## config.mk

```make
export PLATFORM = sky130hd
export DESIGN_NAME = oled_pixel_streamer
export DESIGN_NICKNAME = d
export VERILOG_FILES = /design/src/rtl/oled_pixel_streamer.sv
export SDC_FILE = /design/constraint.sdc
export NUM_CORES = 1
export LEC_CHECK = 0
export CAP_MARGIN = 20
export CORE_UTILIZATION = 48
export CTS_BUF_LIST = sky130_fd_sc_hd__clkbuf_16
export CTS_CLUSTER_SIZE = 40
export DETAILED_ROUTE_END_ITERATION = 10
export PLACE_DENSITY = 0.82
export SLEW_MARGIN = 20
export SYNTH_ARGS = -nofsm -noshare
export SYNTH_HDL_FRONTEND = slang
export SYNTH_SLANG_ARGS = --single-unit
```

## constraint.sdc

```tcl
create_clock -name clk -period 2.4 [get_ports clk]
set_input_delay 0.36 -clock clk [delete_from_list [all_inputs] [get_ports clk]]
set_output_delay 0.36 -clock clk [all_outputs]
set_load 0.005 [all_outputs]
```

## src/rtl/oled_pixel_streamer.sv

```systemverilog
// oled_pixel_streamer
// Frame-scan master for the 96x64 SSD1331 PmodOLED. Walks the frame pixel by
// pixel, presents the current coordinate to the active screen renderer,
// captures the RGB565 colour it returns and shifts it MSB-first to the panel
// over a mode-0 SPI write link (2 system clocks per SPI bit). Emits a
// per-frame strobe and a wrapping frame counter for blinking screen content.
//
// Ports
//   clk          system clock, rising edge
//   reset        synchronous, active-high
//   enable       level; frames stream while high
//   x, y         registered pixel coordinate presented to the renderer
//   oled_data    RGB565 colour for the current x/y (may be combinational)
//   pixel_sample high in the cycle oled_data is captured
//   sclk, mosi   SPI clock (idles low) and data
//   cs_n         chip select, active low, held low for the whole frame
//   dc           data/command select, 1 while streaming pixel data
//   frame_begin  one-cycle pulse in the first capture cycle of a frame
//   frame_count  frames completed, wraps 255 -> 0
//   busy         high from frame start until the inter-frame gap ends

module oled_pixel_streamer #(
  parameter int WIDTH     = 96,
  parameter int HEIGHT    = 64,
  parameter int FRAME_GAP = 16
) (
  input  logic        clk,
  input  logic        reset,
  input  logic        enable,
  output logic [6:0]  x,
  output logic [5:0]  y,
  input  logic [15:0] oled_data,
  output logic        pixel_sample,
  output logic        sclk,
  output logic        mosi,
  output logic        cs_n,
  output logic        dc,
  output logic        frame_begin,
  output logic [7:0]  frame_count,
  output logic        busy
);

  localparam int               GAP_W    = (FRAME_GAP > 1) ? $clog2(FRAME_GAP) : 1;
  localparam logic [6:0]       X_LAST   = 7'(WIDTH - 1);
  localparam logic [5:0]       Y_LAST   = 6'(HEIGHT - 1);
  localparam logic [GAP_W-1:0] GAP_LAST = GAP_W'(FRAME_GAP - 1);
  localparam logic [GAP_W-1:0] GAP_ONE  = GAP_W'(1);

  typedef enum logic [1:0] {
    IDLE  = 2'd0,
    LOAD  = 2'd1,
    SHIFT = 2'd2,
    GAP   = 2'd3
  } state_t;

  state_t           state, state_next;
  logic [4:0]       bit_cnt, bit_cnt_next;
  logic [15:0]      shifter, shifter_next;
  logic [GAP_W-1:0] gap_cnt, gap_cnt_next;
  logic [6:0]       x_next;
  logic [5:0]       y_next;
  logic [7:0]       frame_count_next;
  logic             last_pixel;

  assign last_pixel = (x == X_LAST) && (y == Y_LAST);

  // Next-state and datapath. bit_cnt is the SHIFT index k; each SPI bit spans
  // an even/odd pair of k, so the shifter advances after every odd k and the
  // next bit appears on mosi while sclk is low.
  always_comb begin
    state_next       = state;
    bit_cnt_next     = bit_cnt;
    shifter_next     = shifter;
    gap_cnt_next     = gap_cnt;
    x_next           = x;
    y_next           = y;
    frame_count_next = frame_count;

    unique case (state)
      IDLE: begin
        if (enable) begin
          state_next = LOAD;
          x_next     = 7'd0;
          y_next     = 6'd0;
        end
      end

      LOAD: begin
        shifter_next = oled_data;
        bit_cnt_next = 5'd0;
        state_next   = SHIFT;
      end

      SHIFT: begin
        bit_cnt_next = bit_cnt + 5'd1;
        if (bit_cnt[0]) begin
          shifter_next = {shifter[14:0], 1'b0};
        end
        if (bit_cnt == 5'd31) begin
          if (last_pixel) begin
            state_next       = GAP;
            x_next           = 7'd0;
            y_next           = 6'd0;
            gap_cnt_next     = '0;
            frame_count_next = frame_count + 8'd1;
          end else begin
            state_next = LOAD;
            if (x < X_LAST) begin
              x_next = x + 7'd1;
            end else begin
              x_next = 7'd0;
              y_next = y + 6'd1;
            end
          end
        end
      end

      GAP: begin
        gap_cnt_next = gap_cnt + GAP_ONE;
        if (gap_cnt == GAP_LAST) begin
          // Coordinates are already 0 here, so a back-to-back frame needs no
          // further setup.
          state_next = enable ? LOAD : IDLE;
        end
      end

      default: state_next = IDLE;
    endcase
  end

  // State and pin registers. The SPI pins are registered from the next state
  // so they leave the block glitch-free and line up with the SHIFT index.
  always_ff @(posedge clk) begin
    if (reset) begin
      state       <= IDLE;
      bit_cnt     <= 5'd0;
      shifter     <= 16'd0;
      gap_cnt     <= '0;
      x           <= 7'd0;
      y           <= 6'd0;
      frame_count <= 8'd0;
      sclk        <= 1'b0;
      mosi        <= 1'b0;
      cs_n        <= 1'b1;
      dc          <= 1'b0;
    end else begin
      state       <= state_next;
      bit_cnt     <= bit_cnt_next;
      shifter     <= shifter_next;
      gap_cnt     <= gap_cnt_next;
      x           <= x_next;
      y           <= y_next;
      frame_count <= frame_count_next;
      sclk        <= (state_next == SHIFT) && bit_cnt_next[0];
      mosi        <= (state_next == SHIFT) && shifter_next[15];
      cs_n        <= !((state_next == LOAD) || (state_next == SHIFT));
      dc          <= (state_next != IDLE);
    end
  end

  // x/y are both zero only while the first pixel of a frame is loaded.
  assign pixel_sample = (state == LOAD);
  assign frame_begin  = (state == LOAD) && (x == 7'd0) && (y == 6'd0);
  assign busy         = (state != IDLE);

endmodule

```

# == Word level (Yosys, flattened, before mapping) ==
# Index checks and enable logic that the tools add are counted.
# op_classes
add_sub_neg,5
magnitude_cmp,1
eq_ne,14
n_mux,22
reduce_logical,20
# ops
operator,n
16-bit one-hot mux with 2 select lines,1
7-bit two-way mux,4
6-bit two-way mux,4
16-bit two-way mux,1
7-bit one-hot mux with 2 select lines,1
6-bit one-hot mux with 2 select lines,1
5-bit one-hot mux with 2 select lines,1
2-bit nonzero test,5
3-bit AND reduction,3
8-bit by 1-bit adder with 8-bit output (second input constant),1
2-bit two-way mux,4
4-bit two-way mux,2
2-bit inequality test (second input constant),4
2-bit one-hot mux with 4 select lines,1
4-bit one-hot mux with 2 select lines,1
7-bit by 1-bit adder with 7-bit output (second input constant),1
7-bit equality test (second input constant),1
7-bit zero test,1
7-bit < comparator (second input constant),1
6-bit by 1-bit adder with 6-bit output (second input constant),1
2-bit equality test (second input constant),3
6-bit equality test (second input constant),1
6-bit zero test,1
5-bit by 1-bit adder with 5-bit output (second input constant),1
12 further kinds,17
# word_totals
reg_bits,52
inputBits,19
wordCells,75

# == Longest topological paths before layout ==
# Gate-level depths: netlist of run 1.
# depth
ltp_word,8
mapped_depth,9
mapped_depth_nobuf,9

# == Least setup slack after synthesis of run 1 ==
# Ideal clock, no wire load.
# synth_timing
path_kind,register to register
startpoint,reg bit_cnt[0]
endpoint,reg cs_n
setup_ns,0.123
arrival_ns,2.146
required_time_ns,2.277
slack_ns,0.131
stages_incl_launch_ff,10
cell_sequence,dfxtp_1 -> ha_1 -> and3_1 -> ha_1 -> nand2_1 -> nor4_1 -> o21ai_0 -> nand2_1 -> ha_1 -> or2_2
# synth_via
elab_chain_len,6
elab_cells_between_ends,7
# synth_rtl
item,line_no,source
start: declaration,57,"logic [4:0] bit_cnt, bit_cnt_next;"
start signal: assignment,148,bit_cnt <= bit_cnt_next;
5-bit equality test (*),99,if (bit_cnt == 5'd31) begin
2-bit two-way mux (*),99,
2-bit one-hot mux with 4 select lines (*),79,unique case (state)
2-bit by 1-bit equality test with 1-bit output / 2-bit equality test (equally long branches),156,cs_n <= !((state_next == LOAD) || (state_next == SHIFT));
1-bit logical OR (*),156,
1-bit zero test (*),156,
end signal: assignment,156,
end: declaration,36,"output logic cs_n,"
# Mark *: on every way between the ends. The rest lies on a longest branch, timed or not.
# A chain may end at the register's enable or synchronous reset.

# == Worst setup path after layout of run 1 ==
# layout_timing
startpoint,reg bit_cnt[0]
endpoint,reg frame_count[7]
# layout_via
elab_chain_len,2
# layout_rtl
item,line_no,source
5-bit equality test,99,
3-bit AND reduction (no source line),n/a,
end signal: assignment,153,frame_count <= frame_count_next;
end: declaration,39,"output logic [7:0] frame_count,"
# Every way passes these cells.

==> reports/summary.txt, run 1 <==
Startpoint types: register
Antenna diode count: 0
Design area: 3480 um2
Power density cells: 610 nW/um2
Cell mode on critical path: ha_1
Routed len/inst: 15.1 um
Syn Std Cell Area: 2720 um2
FF+latch count, synth: 52
CTS tree: built
First-pass GRT wire length: 10.9 mm
Post-DP HPWL: 4.51 mm
Most frequent cells in the layout: dfxtp_1 (52), clkdlybuf4s50_1 (46), nor2_1 (33)
Largest net degree at the start of global routing: 34
Die H: 77.3 um
Skew final: 0.00546 ns
CP max-delay cell: or4_4
Routability cong.: 0.868
Syn avg cell area: 8.42 um2
Die ar.: 5970 um2
Initial antenna violation count: 0
Commonest non-fill, non-tap cell in the layout: dfxtp_1
Placed Area: 3260 um2
Final-stage net count: 400
Slew Limit Headroom: 33.0%
Final setup violation count: 0
P&R area growth vs syn: 28.0%
Fin. Hold Viols: 0
Post-synth EDFFs: 0
Final critical-path share of the clock period: 95.0%
Post-route antenna net violation count: 0
Max IR drop VDD: 0.336 mV
Fin worst setup slack: 0.119 ns
Hold Buf Count CTS: 0
Least-Margin Pin Slew: 0.998 ns
Gr ovfl total: 0
CP Capture Type: register
Minimum clock period: 2.28 ns
Io pins: 47
Drt pass-1 iters: 5
Slowest stage delay, CP: 0.54 ns
Rows: 27
Buf/Inv on CP: 0
Kind of critical path: register to register
Reg clk slew, reported paths: 0.07 ns
Syn nets: 355
Port-buffer cells: 46
Pre-CTS setup slack: 0.0762 ns
Num CTS Buffers: 5
Final Max Slew Viols: 0
Async SR Flop Fraction: 0%
Syn. warnings: 0
CTS H-Tree Depth: 2
Reg area: 1040 um2
Fill cell count: 483
Leak pwr: 1.26 nW
DR vias/cell: 6.03
Count of different cell masters after synthesis: 52
Maxcap violations: 0
CP required: 2.63 ns
Initial Util: 49.7%
Hold Path Class: register to register
Worst-path maximum fanout: 7
WL final: 6.65 mm
Clock root buffer: clkbuf_16
Multi-input gate area: 1550 um2
Synth Instances: 323
Die X-Extent: 77.3 um
Status: finished clean
Sequential share of the synthesized area: 38.3%
Clk sink count: 52
F_max: 438 MHz
Proportion of layout cells with a drive suffix above 1: 9.24%
Clk_lat worst skew: 0.29 ns
Crit-path cells: ha_1 -> and3_1 -> ha_1 -> nand2_2 -> or4_4 -> or4_1 -> a21oi_1
Cell family with most CP delay: simple AND/OR/NAND/NOR gates
Core area: 5470 um2
Gr usage total: 22.3%
DRT iter0 DRCs: 214
# DRC: 0
Number of global-route vias before repair: 2,313
Detailed-route via count: 2,651
Maximum clock path buffer count: 2
WP data arrival: 2.51 ns
Main synth FF type: dfxtp_1
-- state kept, by name, summed over array words and instances (netlist names), 2 cells and up --
| signal | cells |
|---|---|
| frame_count | 8 |
| gap_cnt | 4 |
| x | 7 |
| bit_cnt | 5 |
| state | 2 |
| shifter | 16 |
| y | 6 |
-- through the flow --
step	utilization, %	total power (W)	std cells	setup TNS [ns]	hold slack [ns]
global placement	59.5	0.00123	430	0	0.454
CTS	62.9	0.00213	437	0	0.478
global route	63.6	0.00221	440	-0.0323	0.508
floorplan	-	0.00112	323	0	0.443
finish	63.6	0.00212	440	0	0.475
detailed placement	59.5	0.00124	430	0	0.467
-- final timing paths --
| check | from | endpoint | slack, ns | depth (start not counted) |
|---|---|---|---|---|
| max | bit_cnt[0]$_SDFF_PP0_ | frame_count[7]$_SDFFE_PP0P_ | 0.12 | 7 |
| min | bit_cnt[1]$_SDFFE_PP0N_ | bit_cnt[1]$_SDFFE_PP0N_ | 0.47 | 2 |
| max reg2reg | bit_cnt[0]$_SDFF_PP0_ | frame_count[7]$_SDFFE_PP0P_ | 0.12 | 7 |
| min reg2reg | bit_cnt[1]$_SDFFE_PP0N_ | bit_cnt[1]$_SDFFE_PP0N_ | 0.47 | 2 |
-- worst register-to-register path: stages, from the launching register on --
cell and delay [ns]:
dfxtp_1 0.35, ha_1 0.19, and3_1 0.16, ha_1 0.20, nand2_2 0.13, or4_4 0.54
or4_1 0.51, a21oi_1 0.14
-- cell families (layout without fill, tap and decap cells) --
kind of cell | after synthesis | in the layout | share of synthesized area (%)
flip-flops | 52 | 52 | 38.3
adder cells (fa/ha/maj) | 13 | 13 | 5.98
buffers and inverters | 34 | 78 | 5.43
multiplexers | 2 | 2 | 0.736
AND/OR/NAND/NOR | 131 | 132 | 26.0
XOR/XNOR | 1 | 1 | 0.322
AO/OA/AOI/OAI | 90 | 90 | 23.2
-- layer usage --
layer	vias to the layer above	part of all wire (%)	GRT usage, %
li1	1303	-	-
met3	7	5.1	3.57
met4	0	0.98	5.47
met2	90	46	34.9
met1	1251	48	31.8
met5	-	0	0
-- where the power goes --
part           switching [W]  internal [W]
clock               0.000307      0.000591
combinational       0.000176      0.000152
sequential         0.0000128      0.000884
-- what timing repair did --
item	4_1_cts	5_1_grt
setup endpoints to repair	0	4
resized for setup	0	4
buffers inserted	0	2
-- cell usage after synthesis (2+ instances only) --
cell type | count | area (um2)
a211o_1 | 2 | 17.5
a21oi_1 | 20 | 100
a221o_1 | 2 | 20.0
a22oi_1 | 16 | 120
a2bb2oi_1 | 14 | 123
a31oi_1 | 5 | 31.3
a32oi_1 | 4 | 35.0
and2_1 | 3 | 18.8
and3_1 | 6 | 37.5
buf_1 | 4 | 15.0
buf_2 | 2 | 10.0
buf_6 | 2 | 22.5
clkbuf_1 | 11 | 41.3
clkbuf_2 | 2 | 10.0
dfxtp_1 | 52 | 1040
ha_1 | 13 | 163
inv_1 | 13 | 48.8
mux2i_1 | 2 | 20.0
nand2_1 | 25 | 93.8
nand2b_1 | 3 | 18.8
nand3_1 | 12 | 60.1
nand3b_1 | 2 | 15.0
nand4_1 | 13 | 81.3
nand4b_1 | 4 | 35.0
nor2_1 | 33 | 124
nor2b_1 | 3 | 18.8
nor3_1 | 3 | 15.0
nor3b_1 | 2 | 15.0
nor4_1 | 3 | 18.8
o211ai_1 | 3 | 22.5
o21ai_0 | 13 | 65.1
o41ai_1 | 2 | 17.5
or2_2 | 4 | 25.0
or3_1 | 4 | 25.0
or3_2 | 2 | 15.0
or4_1 | 3 | 22.5
-- cell type report --
| cell class | instances | share of cell area, % |
|---|---|---|
| Sequential cell | 52 | 29.9 |
| Clock buffer | 5 | 3.59 |
| Inverter | 13 | 1.40 |
| Tap cell | 72 | 2.59 |
| Timing Repair Buffer | 58 | 16.2 |
| Clock inverter | 2 | 1.73 |
| Multi-Input combinational cell | 238 | 44.6 |
Note: power is estimated with default switching activity, not from simulation.
==> inputs of run 2 (changes only) <==
RECOVER_POWER = 100   (was not set)
==> run 2 against run 1 <==
Net effect: combinational power hardly changed; sequential share of layout area stayed put; critical path depth stayed put; power is 0.17% lower; largest cell class unchanged; first-iteration DRC count is 3.7% lower; final cell count stayed put; fmax hardly changed; non-clock buffer count stayed put; clock-buffer cell count stayed put; die area stayed put; wire length is 0.50% lower.
==> reports/summary.txt, run 2 (same netlist as run 1, synthesis figures left out) <==
Kind of critical path: register to register
Gr ovfl total: 0 (unchanged)
P&R area growth vs syn: 28.0% (unchanged)
Switching pwr: 0.000494 W (-0.22%)
Initial antenna violation count: 0 (unchanged)
Final critical-path share of the clock period: 95.0% (about the same)
Worst hold slack: 0.477 ns (+0.00166 ns)
R2R depth: 7 (unchanged)
Minimum clock period: 2.28 ns (-0.000179 ns)
Port-buffer cells: 46 (unchanged)
Worst Hold Path Cells: 2 (unchanged)
Fill cell count: 483 (unchanged)
Skew final: 0.00500 ns (-0.000460 ns)
Fin worst setup slack: 0.119 ns (+0.000179 ns)
Final-stage net count: 400 (unchanged)
Largest net degree at the start of global routing: 34 (unchanged)
Worst-path maximum fanout: 7 (unchanged)
WP data arrival: 2.51 ns (about the same)
Least-Margin Pin Slew: 0.992 ns (-0.00579 ns)
F_max: 438 MHz (about the same)
Final Max Slew Viols: 0 (unchanged)
Status: finished clean
Hold Path Sink: bit_cnt[1]$_SDFFE_PP0N_
Routed len/inst: 15.0 um (-0.50%)
Min-Delay Startpoint: bit_cnt[1]$_SDFFE_PP0N_
Reg2reg start: bit_cnt[0]$_SDFF_PP0_
Total Neg Setup Slack: 0 ns (unchanged)
Top reg by flops: shifter
CTS tree: built
Commonest non-fill, non-tap cell in the layout: dfxtp_1
Final setup violation count: 0 (unchanged)
Number of global-route vias before repair: 2,313 (unchanged)
Pre-CTS setup slack: 0.0762 ns (unchanged)
Power density cells: 609 nW/um2 (-0.17%)
Hold Path Class: register to register
Reg2reg setup slack: 0.12 ns (about the same)
CTS H-Tree Depth: 2 (unchanged)
Cell Int Power: 0.00163 W (-0.15%)
DRT iter0 DRCs: 206 (-3.7%)
Startpoint types: register
Post-DP HPWL: 4.51 mm (unchanged)
Drt pass-1 iters: 5 (unchanged)
Dpl cells: 430 (unchanged)
Switching Fraction: 23.3% (about the same)
WL final: 6.62 mm (-0.50%)
Largest registers: shifter x16, frame_count x8, x x7
Antenna diode count: 0 (unchanged)
Reg clk slew, reported paths: 0.07 ns (about the same)
CP required: 2.62 ns (about the same)
Max reg flops: 16 (unchanged)
Io pins: 47 (unchanged)
Combinational share of power: 15.3% (-0.2 points)
Clk pwr share: 42.4% (about the same)
Gr usage total: 22.3% (unchanged)
# DRC: 0 (unchanged)
Clock root buffer: clkbuf_16
DR vias/cell: 6.01 (-0.19%)
Num CTS Buffers: 5 (unchanged)
Leak pwr: 1.34 nW (+6.6%)
Clk_lat worst skew: 0.29 ns (about the same)
Max IR drop VDD: 0.338 mV (+0.51%)
Post-route antenna net violation count: 0 (unchanged)
Die X-Extent: 77.3 um (unchanged)
R2r endpoint: frame_count[7]$_SDFFE_PP0P_
Rows: 27 (unchanged)
Initial Util: 49.7% (unchanged)
First-pass GRT wire length: 10.9 mm (unchanged)
CP Capture Type: register
Die ar.: 5970 um2 (unchanged)
Detailed-route via count: 2,646 (-0.19%)
Slew Limit Headroom: 33.4% (+0.39 points)
Fin. Hold Viols: 0 (unchanged)
Most frequent cells in the layout: dfxtp_1 (52), nor2_1 (33), dlygate4sd3_1 (25)
Die H: 77.3 um (unchanged)
Routability cong.: 0.868 (unchanged)
Maximum clock path buffer count: 2 (unchanged)
Maxcap violations: 0 (unchanged)
Proportion of layout cells with a drive suffix above 1: 9.24% (unchanged)
Clk sink count: 52 (unchanged)
Sequential Power Share: 42.3% (about the same)
Post-Layout Cell Count: 440 (unchanged)
Core area: 5470 um2 (unchanged)
[run 2: changes by cell type in the layout (fill, tap and decap cells not counted)]
cell and change:
clkdlybuf4s50_1 -25, dlygate4sd3_1 +25
[run 2: critical path, stage by stage, from the launching register on]
cell and delay [ns]:
dfxtp_1 0.35, ha_1 0.19, and3_1 0.16, ha_1 0.20, nand2_2 0.13, or4_4 0.54
or4_1 0.51, a21oi_1 0.14
[run 2: layout make-up]
class	instances	area, um2	share of cell area, %
repair buffers	58	563	16.2
well taps	72	90.1	2.59
multi-input cells	238	1550	44.6
clock buffers	5	125	3.59
clock inverters	2	60.1	1.73
flip-flops and latches	52	1040	29.9
inverters	13	48.8	1.40
[run 2: worst max path at each step]
stage	startpoint	endpoint	slack [ns]	cells after the start
floorplan	bit_cnt[0]$_SDFF_PP0_	cs_n$_SDFF_PP1_	0.13	9
global placement	bit_cnt[1]$_SDFFE_PP0N_	frame_count[7]$_SDFFE_PP0P_	0.12	7
detailed placement	bit_cnt[1]$_SDFFE_PP0N_	frame_count[7]$_SDFFE_PP0P_	0.08	7
CTS	bit_cnt[0]$_SDFF_PP0_	frame_count[7]$_SDFFE_PP0P_	0.04	7
global route	bit_cnt[0]$_SDFF_PP0_	frame_count[7]$_SDFFE_PP0P_	-0.02	7
finish	bit_cnt[0]$_SDFF_PP0_	frame_count[7]$_SDFFE_PP0P_	0.12	7
[run 2: per-stage QoR]
stage | area [um2] | total power (W) | util [%]
6_report | 3480 | 0.00212 | 63.6
5_1_grt | 3480 | 0.00221 | 63.6
4_1_cts | 3440 | 0.00213 | 62.9
3_5_place_dp | 3260 | 0.00124 | 59.5
3_3_place_gp | 3260 | 0.00123 | 59.5
2_1_floorplan | 2720 | 0.00112 | -
[run 2: power groups by stage]
stage / clock [W] / combinational (W) / sequential [W]
finish: 0.000898 / 0.000325 / 0.000897
global placement: 0 / 0.000314 / 0.000915
CTS: 0.000906 / 0.000323 / 0.000897
detailed placement: 0 / 0.000321 / 0.000916
global route: 0.000953 / 0.000354 / 0.000899
floorplan: 0 / 0.000205 / 0.000914
[run 2: what timing repair did]
action / CTS / global route
gates resized for setup: 0 / 4
endpoints found under the setup margin: 0 / 4
setup buffers: 0 / 2
hold buffers: 0 / 0
[run 2: routing by layer]
| layer | global-route usage, % | up-vias | part of all wire, % |
|---|---|---|---|
| met2 | 34.9 | 92 | 47 |
| met3 | 3.57 | 9 | 5.3 |
| met5 | 0 | - | 0 |
| li1 | - | 1299 | - |
| met1 | 31.8 | 1246 | 47 |
| met4 | 5.47 | 0 | 1.1 |
==> inputs of run 3 (changes only) <==
==> constraint.sdc (replaced) <==
create_clock -name clk -period 2.4 [get_ports clk]
set_input_delay 0.48 -clock clk [delete_from_list [all_inputs] [get_ports clk]]
set_output_delay 0.48 -clock clk [all_outputs]
set_load 0.005 [all_outputs]
==> run 3 against run 2 <==
Net effect: clock power fell by 21%; setup slack got worse by 0.024 ns; via count fell by 1.6%; clock-buffer cell count did not move.
==> reports/summary.txt, run 3 (same netlist as run 1, synthesis figures left out) <==
Least-Margin Pin Slew: 1.02 ns (+0.0321 ns)
Final setup violation count: 0 (unchanged)
Rows: 27 (unchanged)
CTS H-Tree Depth: 2 (unchanged)
Maximum clock path buffer count: 2 (unchanged)
Dpl cells: 435 (+1.2%)
Post-DP HPWL: 4.42 mm (-2.2%)
Max IR drop VDD: 0.301 mV (-11%)
Minimum clock period: 2.30 ns (+0.0236 ns)
Drt pass-1 iters: 4 (-1)
First-pass GRT wire length: 10.5 mm (-4.1%)
Slew Limit Headroom: 31.3% (-2.2 points)
# DRC: 0 (unchanged)
Core area: 5470 um2 (unchanged)
CP Capture Type: register
Gr usage total: 21.6% (-0.71 points)
R2R depth: 9 (+2)
Clk_lat worst skew: 0.30 ns (about the same)
Slowest stage delay, CP: 0.33 ns (-0.21 ns)
Largest net degree at the start of global routing: 33 (-2.9%)
Worst-path maximum fanout: 4 (-3)
Crit-path cells: ha_1 -> and3_1 -> ha_1 -> nand2_1 -> buf_4 -> o211ai_1 -> a32oi_2 -> ha_1 -> or2_2
Number of global-route vias before repair: 2,364 (+2.2%)
Die H: 77.3 um (unchanged)
CP max-delay cell: dfxtp_1
CP required: 2.58 ns (-0.04 ns)
Post-Layout Cell Count: 444 (+0.91%)
Largest registers: shifter x16, frame_count x8, x x7
WL final: 6.42 mm (-3.0%)
Proportion of layout cells with a drive suffix above 1: 9.95% (+0.71 points)
Final-stage net count: 403 (+0.75%)
Reg clk slew, reported paths: 0.07 ns (about the same)
P&R area growth vs syn: 27.4%
Max reg flops: 16 (unchanged)
Worst Hold Path Cells: 2 (unchanged)
Skew final: 0.00662 ns (+0.00162 ns)
Top reg by flops: shifter
DRT iter0 DRCs: 167 (-19%)
Die ar.: 5970 um2 (unchanged)
Power density cells: 560 nW/um2 (-8.0%)
Detailed-route via count: 2,603 (-1.6%)
DR vias/cell: 5.86 (-2.5%)
Commonest non-fill, non-tap cell in the layout: dfxtp_1
Leak pwr: 1.33 nW (-0.27%)
Io pins: 47 (unchanged)
Fill cell count: 477 (-1.2%)
Die X-Extent: 77.3 um (unchanged)
Hold Path Class: register to register
Worst hold slack: 0.463 ns (-0.0133 ns)
Post-route antenna net violation count: 0 (unchanged)
Initial antenna violation count: 0 (unchanged)
Routed len/inst: 14.5 um (-3.8%)
Kind of critical path: register to register
Initial Util: 49.7% (unchanged)
Clk sink count: 52 (unchanged)
Num CTS Buffers: 5 (unchanged)
Startpoint types: register
Final Max Slew Viols: 0 (unchanged)
Final critical-path share of the clock period: 96.0% (+0.98 points)
Routability cong.: 0.873 (+0.59%)
Clock root buffer: clkbuf_16
Antenna diode count: 0 (unchanged)
Status: finished clean
Cell mode on critical path: ha_1
Fin. Hold Viols: 0 (unchanged)
F_max: 434 MHz (-1.0%)
Hold Buf Count CTS: 0 (unchanged)
CTS tree: built
WP data arrival: 2.48 ns (-0.03 ns)
Gr ovfl total: 0 (unchanged)
Most frequent cells in the layout: dfxtp_1 (51), nor2_1 (33), nand2_1 (25)
Port-buffer cells: 46 (unchanged)
Maxcap violations: 0 (unchanged)
==> run 3: changes by cell type in the layout (fill, tap and decap cells not counted), moves of 2 or more <==
cell	before	now
buf_4	11	14
dlygate4sd3_1	25	21
clkdlybuf4s50_1	21	24
bufinv_16	2	0
==> run 3: what timing repair did <==
item | CTS | global route
setup buffers | 0 | 1
gates resized for setup | 0 | 7
setup endpoints to repair | 0 | 4
==> run 3: critical path: cells and delay by family, from the launching register on <==
kind | cells | cell delay [ns]
AO/OA/AOI/OAI | 2 | 0.43
buffers and inverters | 1 | 0.19
adder cells (fa/ha/maj) | 3 | 0.67
flip-flops | 1 | 0.33
AND/OR/NAND/NOR | 3 | 0.57
==> run 3: worst paths after layout <==
check	startpoint	to	slack, ns
worst max-delay path	bit_cnt[0]$_SDFF_PP0_	cs_n$_SDFF_PP1_	0.1
worst min-delay path	bit_cnt[1]$_SDFFE_PP0N_	bit_cnt[1]$_SDFFE_PP0N_	0.46
worst max register to register	bit_cnt[0]$_SDFF_PP0_	cs_n$_SDFF_PP1_	0.1
worst min register to register	bit_cnt[1]$_SDFFE_PP0N_	bit_cnt[1]$_SDFFE_PP0N_	0.46
==> run 3: metrics by stage <==
stage | utilization [%] | cell area, um2 | worst slack, ns | power (W) | setup TNS, ns
floorplan | - | 2720 | 0.131 | 0.00112 | 0
detailed placement | 60.2 | 3300 | 0.106 | 0.00124 | 0
CTS | 62.9 | 3440 | 0.0251 | 0.00194 | 0
finish | 63.3 | 3460 | 0.0957 | 0.00194 | 0
global placement | 60.2 | 3300 | 0.181 | 0.00124 | 0
global route | 63.3 | 3460 | -0.0248 | 0.00202 | -0.0330
==> run 3: where the power goes <==
group | internal [W] | switching, W | leakage [nW]
combinational | 0.000162 | 0.000177 | 0.843
clock | 0.000385 | 0.000321 | 0.0712
sequential | 0.000884 | 0.0000125 | 0.420
total | 0.00143 | 0.000511 | 1.33
==> run 3: area by class of cell <==
class	instances	area, um2	share of cell area (%)
inverter	13	48.8	1.41
tap	72	90.1	2.60
multi-input combinational	237	1550	44.6
sequential	52	1040	30.1
clock inverter	3	20.0	0.578
timing repair buffer	62	592	17.1
clock buffer	5	125	3.61
==> run 3: layer usage <==
metal  vias up  wire (um)  track usage [%]
met5         -          0                0
met4         0        100             10.2
met3        10        411             3.45
met2        75       2940             34.8
met1      1219       2960             28.0
li1       1299          -                -
==> edit 1, RTL diff (config.mk and constraints of run 2) <==
Register the inputs `enable` and `oled_data` before use, without a reset. The logic sees them one clock later. Comments in the files are not updated.
--- a/src/rtl/oled_pixel_streamer.sv
+++ b/src/rtl/oled_pixel_streamer.sv
@@ -53,6 +53,14 @@
     GAP   = 2'd3
   } state_t;
 
+  logic enable_q;
+  logic [15:0] oled_data_q;
+
+  always_ff @(posedge clk) begin
+    enable_q    <= enable;
+    oled_data_q <= oled_data;
+  end
+
   state_t           state, state_next;
   logic [4:0]       bit_cnt, bit_cnt_next;
   logic [15:0]      shifter, shifter_next;
@@ -78,7 +86,7 @@
 
     unique case (state)
       IDLE: begin
-        if (enable) begin
+        if (enable_q) begin
           state_next = LOAD;
           x_next     = 7'd0;
           y_next     = 6'd0;
@@ -86,7 +94,7 @@
       end
 
       LOAD: begin
-        shifter_next = oled_data;
+        shifter_next = oled_data_q;
         bit_cnt_next = 5'd0;
         state_next   = SHIFT;
       end
@@ -120,7 +128,7 @@
         if (gap_cnt == GAP_LAST) begin
           // Coordinates are already 0 here, so a back-to-back frame needs no
           // further setup.
-          state_next = enable ? LOAD : IDLE;
+          state_next = enable_q ? LOAD : IDLE;
         end
       end
 
Check against the original RTL: not equivalent (Yosys sat finds a counterexample within 4 cycles, from zero or initial values and one cycle with reset high).
==> edit 1 against run 2 <==
Non-clock buffer count is 1 lower; area after synthesis is 6.4% higher; worst setup slack better by 0.052 ns; wire length is 1.1% lower; total power is 59% higher; maximum frequency is 2.3% higher; final area is 10% higher; via count is 2.1% lower; sequential cell count is 17 higher; largest cell class unchanged; highest routed layer unchanged.
==> edit 1: results (changes against run 2) <==
CTS
  • Clk buf depth: 2 (unchanged)
  • H-tree levels: 3 (+1)
  • Skew-Pair Late Insertion Delay: 0.33 ns (+0.04 ns)
  • Clock root buffer: clkbuf_16
  • Total CTS buffers: 9 (+4)
  • Clock-pin slew on the worst setup and hold paths: 0.05 ns (-0.02 ns)

Final layout
  • Layout cells sized above 1: 0.0984 (+0.00605)
  • Final nets: 413 (+3.3%)
  • Diode count: 0 (unchanged)
  • Biggest regs: oled_data_q x16, shifter x16, frame_count x8
  • Non-filler cells in the finished layout: 458 (+4.1%)

Drt
  • Top Layer Used: met4
  • Met3 wire length: 453 µm (+30%)
  • Total number of vias: 2590 (-2.1%)
  • DR WL met2: 3.20 mm (+3.3%)
  • DR WL/cell: 14.3 µm (-4.9%)
  • DR iter-0 viols: 133 (-35%)
  • DR pass1 iterations: 5 (unchanged)
  • M1 wire length: 2.78 mm (-10%)

GRT
  • Largest net degree at the start of global routing: 52 (+53%)
  • First-pass GRT wire length: 11.0 mm (+0.89%)
  • All-layer global routing usage: 0.226 (+0.00316)
  • Global route overflow: 0 (unchanged)
  • Initial antenna violation count: 0 (unchanged)
  • Vias in the first global route: 2504 (+8.3%)

Critical path
  • CP arrival: 2.49 ns (-0.02 ns)
  • Reg2Reg Setup Slack: 0.17 ns (+0.05 ns)
  • Reg2Reg Depth: 6 (-1)
  • Worst r2r src: x[0]
  • Reg2Reg Capture Point: y[4]
  • Slowest CP cell: o31ai_4
  • Critical Path Fanout Max: 7 (unchanged)
  • CP peak stage delay: 0.49 ns (-0.05 ns)

Placement
  • Post-DP Area: 0.00347 mm² (+6.6%)
  • Setup WS pre-CTS: 0.118 ns (+0.0420 ns)
  • Placed instance count: 442 (+2.8%)
  • Port Buffers: 46 (unchanged)
  • RePlAce Congestion: 0.837 (-3.5%)
  • DP HPWL: 4.22 mm (-6.5%)

Synth
  • Syn nets: 362 (+2.0%)
  • Most used DFF post-synth: dfxtp_1
  • Yosys cell types: 45 (-13%)
  • Most frequent cells after synthesis: dfxtp_1, nor2_1, a21oi_1
  • Synth warnings: 0 (unchanged)
  • Gate Count Post-Synth: 330 (+2.2%)
  • Leading post-synthesis cells by cell area: dfxtp_1, nor2_1, a21oi_1
  • Seq/Total Area, Yosys: 0.478 (+0.0946)
  • Async S/R FF share, synth: 0 (unchanged)

Power and ir drop
  • VDD IR-drop max: 0.000642 V (+90%)
  • Leakage power: 1.51 nW (+13%)

Timing
  • Clock Skews: 0.00517 ns (+0.000175 ns)
  • Slew HR: 0.581 (+0.247)

Hold path
  • Hold path startpoint: shifter[2]
  • WHS Endpoint: shifter[2]
  • Hold depth: 2 (unchanged)
  • Worst Hold Class: flip-flop to flip-flop

Outcome
  • Status: finished clean
edit 1: worst max path at each step:
stage,endpoint,cells after the start,start
5_1_grt,x[5],8,bit_cnt[1]
4_1_cts,frame_begin,6,x[0]
6_report,y[4],6,x[0]
3_3_place_gp,shifter[2],7,state[0]
3_5_place_dp,cs_n,10,bit_cnt[1]
2_1_floorplan,cs_n,10,bit_cnt[0]
edit 1: final cells by class:
| cell class | instances | area (µm²) |
|---|---|---|
| Timing Repair Buffer | 57 | 551 |
| Clock inverter | 7 | 114 |
| Clock buffer | 9 | 225 |
| Multi-Input combinational cell | 232 | 1420 |
| Sequential cell | 69 | 1380 |
| Inverter | 12 | 45.0 |
| Fill cell | 435 | 1810 |
| Tap cell | 72 | 90.1 |
edit 1: kinds of logic after synthesis:
kind of cell | after synthesis | synth area share
XOR/XNOR | 7 | 0.0212
flip-flops | 69 | 0.478
adder cells (fa/ha/maj) | 13 | 0.0562
multiplexers | 3 | 0.0108
buffers and inverters | 29 | 0.0398
AND/OR/NAND/NOR | 134 | 0.230
AO/OA/AOI/OAI | 75 | 0.165
edit 1: stage by stage:
step	util	hold slack, ns
floorplan	-	0.388
global placement	0.616	0.459
detailed placement	0.616	0.476
CTS	0.677	0.458
global route	0.678	0.514
finish	0.678	0.487
edit 1: worst max-delay path: cells and delay by family (launching register included):
family | cells | cell delay [ns]
compound gates | 3 | 0.80
fa+ha+maj | 1 | 0.25
flops | 1 | 0.42
simple gates | 2 | 0.68
edit 1: repair_timing:
action	CTS	global route
gates cloned	0	0
endpoints found under the setup margin	1	6
gates resized for setup	1	4
setup buffers	0	0
edit 1: per-layer routing:
layer | track usage | vias up
li1 | - | 1270
met1 | 0.263 | 1209
met2 | 0.365 | 101
met3 | 0.0811 | 10
met4 | 0.113 | 0
met5 | 0 | -
edit 1: power breakdown:
group	total (mW)	switching, mW	internal [mW]
sequential	1.24	0.0326	1.21
combinational	0.639	0.389	0.250
clock	1.49	0.477	1.01
==> edit 2, RTL diff (config.mk and constraints of run 2) <==
Without the edit above. The parameter `FRAME_GAP` goes from 16 to 8.
--- a/src/rtl/oled_pixel_streamer.sv
+++ b/src/rtl/oled_pixel_streamer.sv
@@ -22,7 +22,7 @@
 module oled_pixel_streamer #(
   parameter int WIDTH     = 96,
   parameter int HEIGHT    = 64,
-  parameter int FRAME_GAP = 16
+  parameter int FRAME_GAP = 8
 ) (
   input  logic        clk,
   input  logic        reset,
Formal check against the unedited RTL: no difference found for any inputs over 10 cycles, from zero or initial values and one cycle with reset high; that may be too few to reach the edited logic, so the function may still have changed.
==> edit 2 against run 2 <==
Wire length decreased by 11%; final area decreased by 5.2%; sequential share of layout area increased by 1.1 points; worst setup slack got worse by 0.021 ns; synthesized cell count decreased by 2.8%; die area decreased by 6.4%; sequential cell count decreased by 1; area after synthesis decreased by 6.5%; highest routed layer unchanged.
Power is not compared: it rests on default switching activity, and its combinational part moved more than twofold at a synthesized area within 25%.
==> edit 2: results (changes against run 2) <==
Final layout
  • Comb_multi_in: 232 (-2.5%)
  • Fillers: 461 (-4.6%)
  • Non-filler cells in the finished layout: 432 (-1.8%)
  • Layout cells sized above 1: 0.0663 (-0.0261)
  • Data buffer area share: 0.164 (+0.00201)
  • Final nets: 395 (-1.3%)
  • FF+latch area: 0.00102 mm² (-1.8%)

Critical path
  • Worst r2r src: state[0]
  • Reg2Reg Capture Point: y[4]
  • CP arrival: 1.94 ns (-0.57 ns)
  • Slowest CP cell: clkdlybuf4s50_1
  • Critical Path Fanout Max: 6 (-1)
  • Delay-heaviest family, CP: buffers and inverters

Timing
  • Tightest Pin Transition: 0.587 ns (-0.405 ns)

Placement
  • Post-DP Area: 0.00311 mm² (-4.6%)
  • Setup WS pre-CTS: 0.0954 ns (+0.0193 ns)
  • DP HPWL: 3.97 mm (-12%)

Drt
  • DR WL met2: 2.86 mm (-7.6%)
  • DR pass1 iterations: 4 (-1)
  • DR WL/cell: 13.6 µm (-9.7%)
  • Via/cell ratio: 5.53 (-8.0%)
  • DR iter-0 viols: 81 (-61%)

Synth
  • Adder and majority cell fraction of the synthesized area: 0.0739 (+0.0140)
  • Syn_area_per_cell: 8.09 µm² (-3.9%)
  • Leading post-synthesis cells by cell area: dfxtp_1, nor2_1, ha_1
  • Compound-Gate Fraction of Synth Area: 0.196 (-0.0360)
  • Mux cell area share after synthesis: 0.0123 (+0.00495)
  • Yosys cell types: 47 (-9.6%)
  • Most frequent cells after synthesis: dfxtp_1, nor2_1, a21oi_1, nand2_1

Hold path
  • WHS Endpoint: gap_cnt[0]

GRT
  • Vias in the first global route: 2206 (-4.6%)
  • Largest net degree at the start of global routing: 47 (+38%)
  • All-layer global routing usage: 0.224 (+0.000631)
  • Met1 Usage GRT: 0.263 (-0.0548)
  • Global-route track usage on met3: 0.0361 (+0.000430)

CTS
  • Clock sinks: 51 (-1.9%)

Outcome
  • Status: finished clean
[edit 2: how the worst max path moves through the flow]
stage               slack [ns]          end
floorplan                 0.13         y[5]
global placement          0.16         y[4]
detailed placement         0.1         y[4]
CTS                       0.07  frame_begin
global route             0.004         y[4]
finish                     0.1  frame_begin
[edit 2: kinds of logic after synthesis]
| kind of cell | Yosys count |
|---|---|
| adders and majority gates | 15 |
| buffers and inverters | 31 |
| and+or+nand+nor | 126 |
| DFF | 51 |
| AOI/OAI and AO/OA | 81 |
| muxes | 3 |
| xor gates and xnor gates | 7 |
[edit 2: what timing repair did]
action | CTS | global route
buffers inserted | 0 | 0
setup endpoints to repair | 1 | 6
endpoints found under the hold margin | 0 | 0
gates cloned | 0 | 0
gates resized for setup | 1 | 4
[edit 2: power by group]
part           total, mW  switching (mW)  internal (mW)
clock network      0.904           0.311          0.594
registers          0.985          0.0537          0.931
logic               1.20           0.724          0.480
total               3.09            1.09           2.00
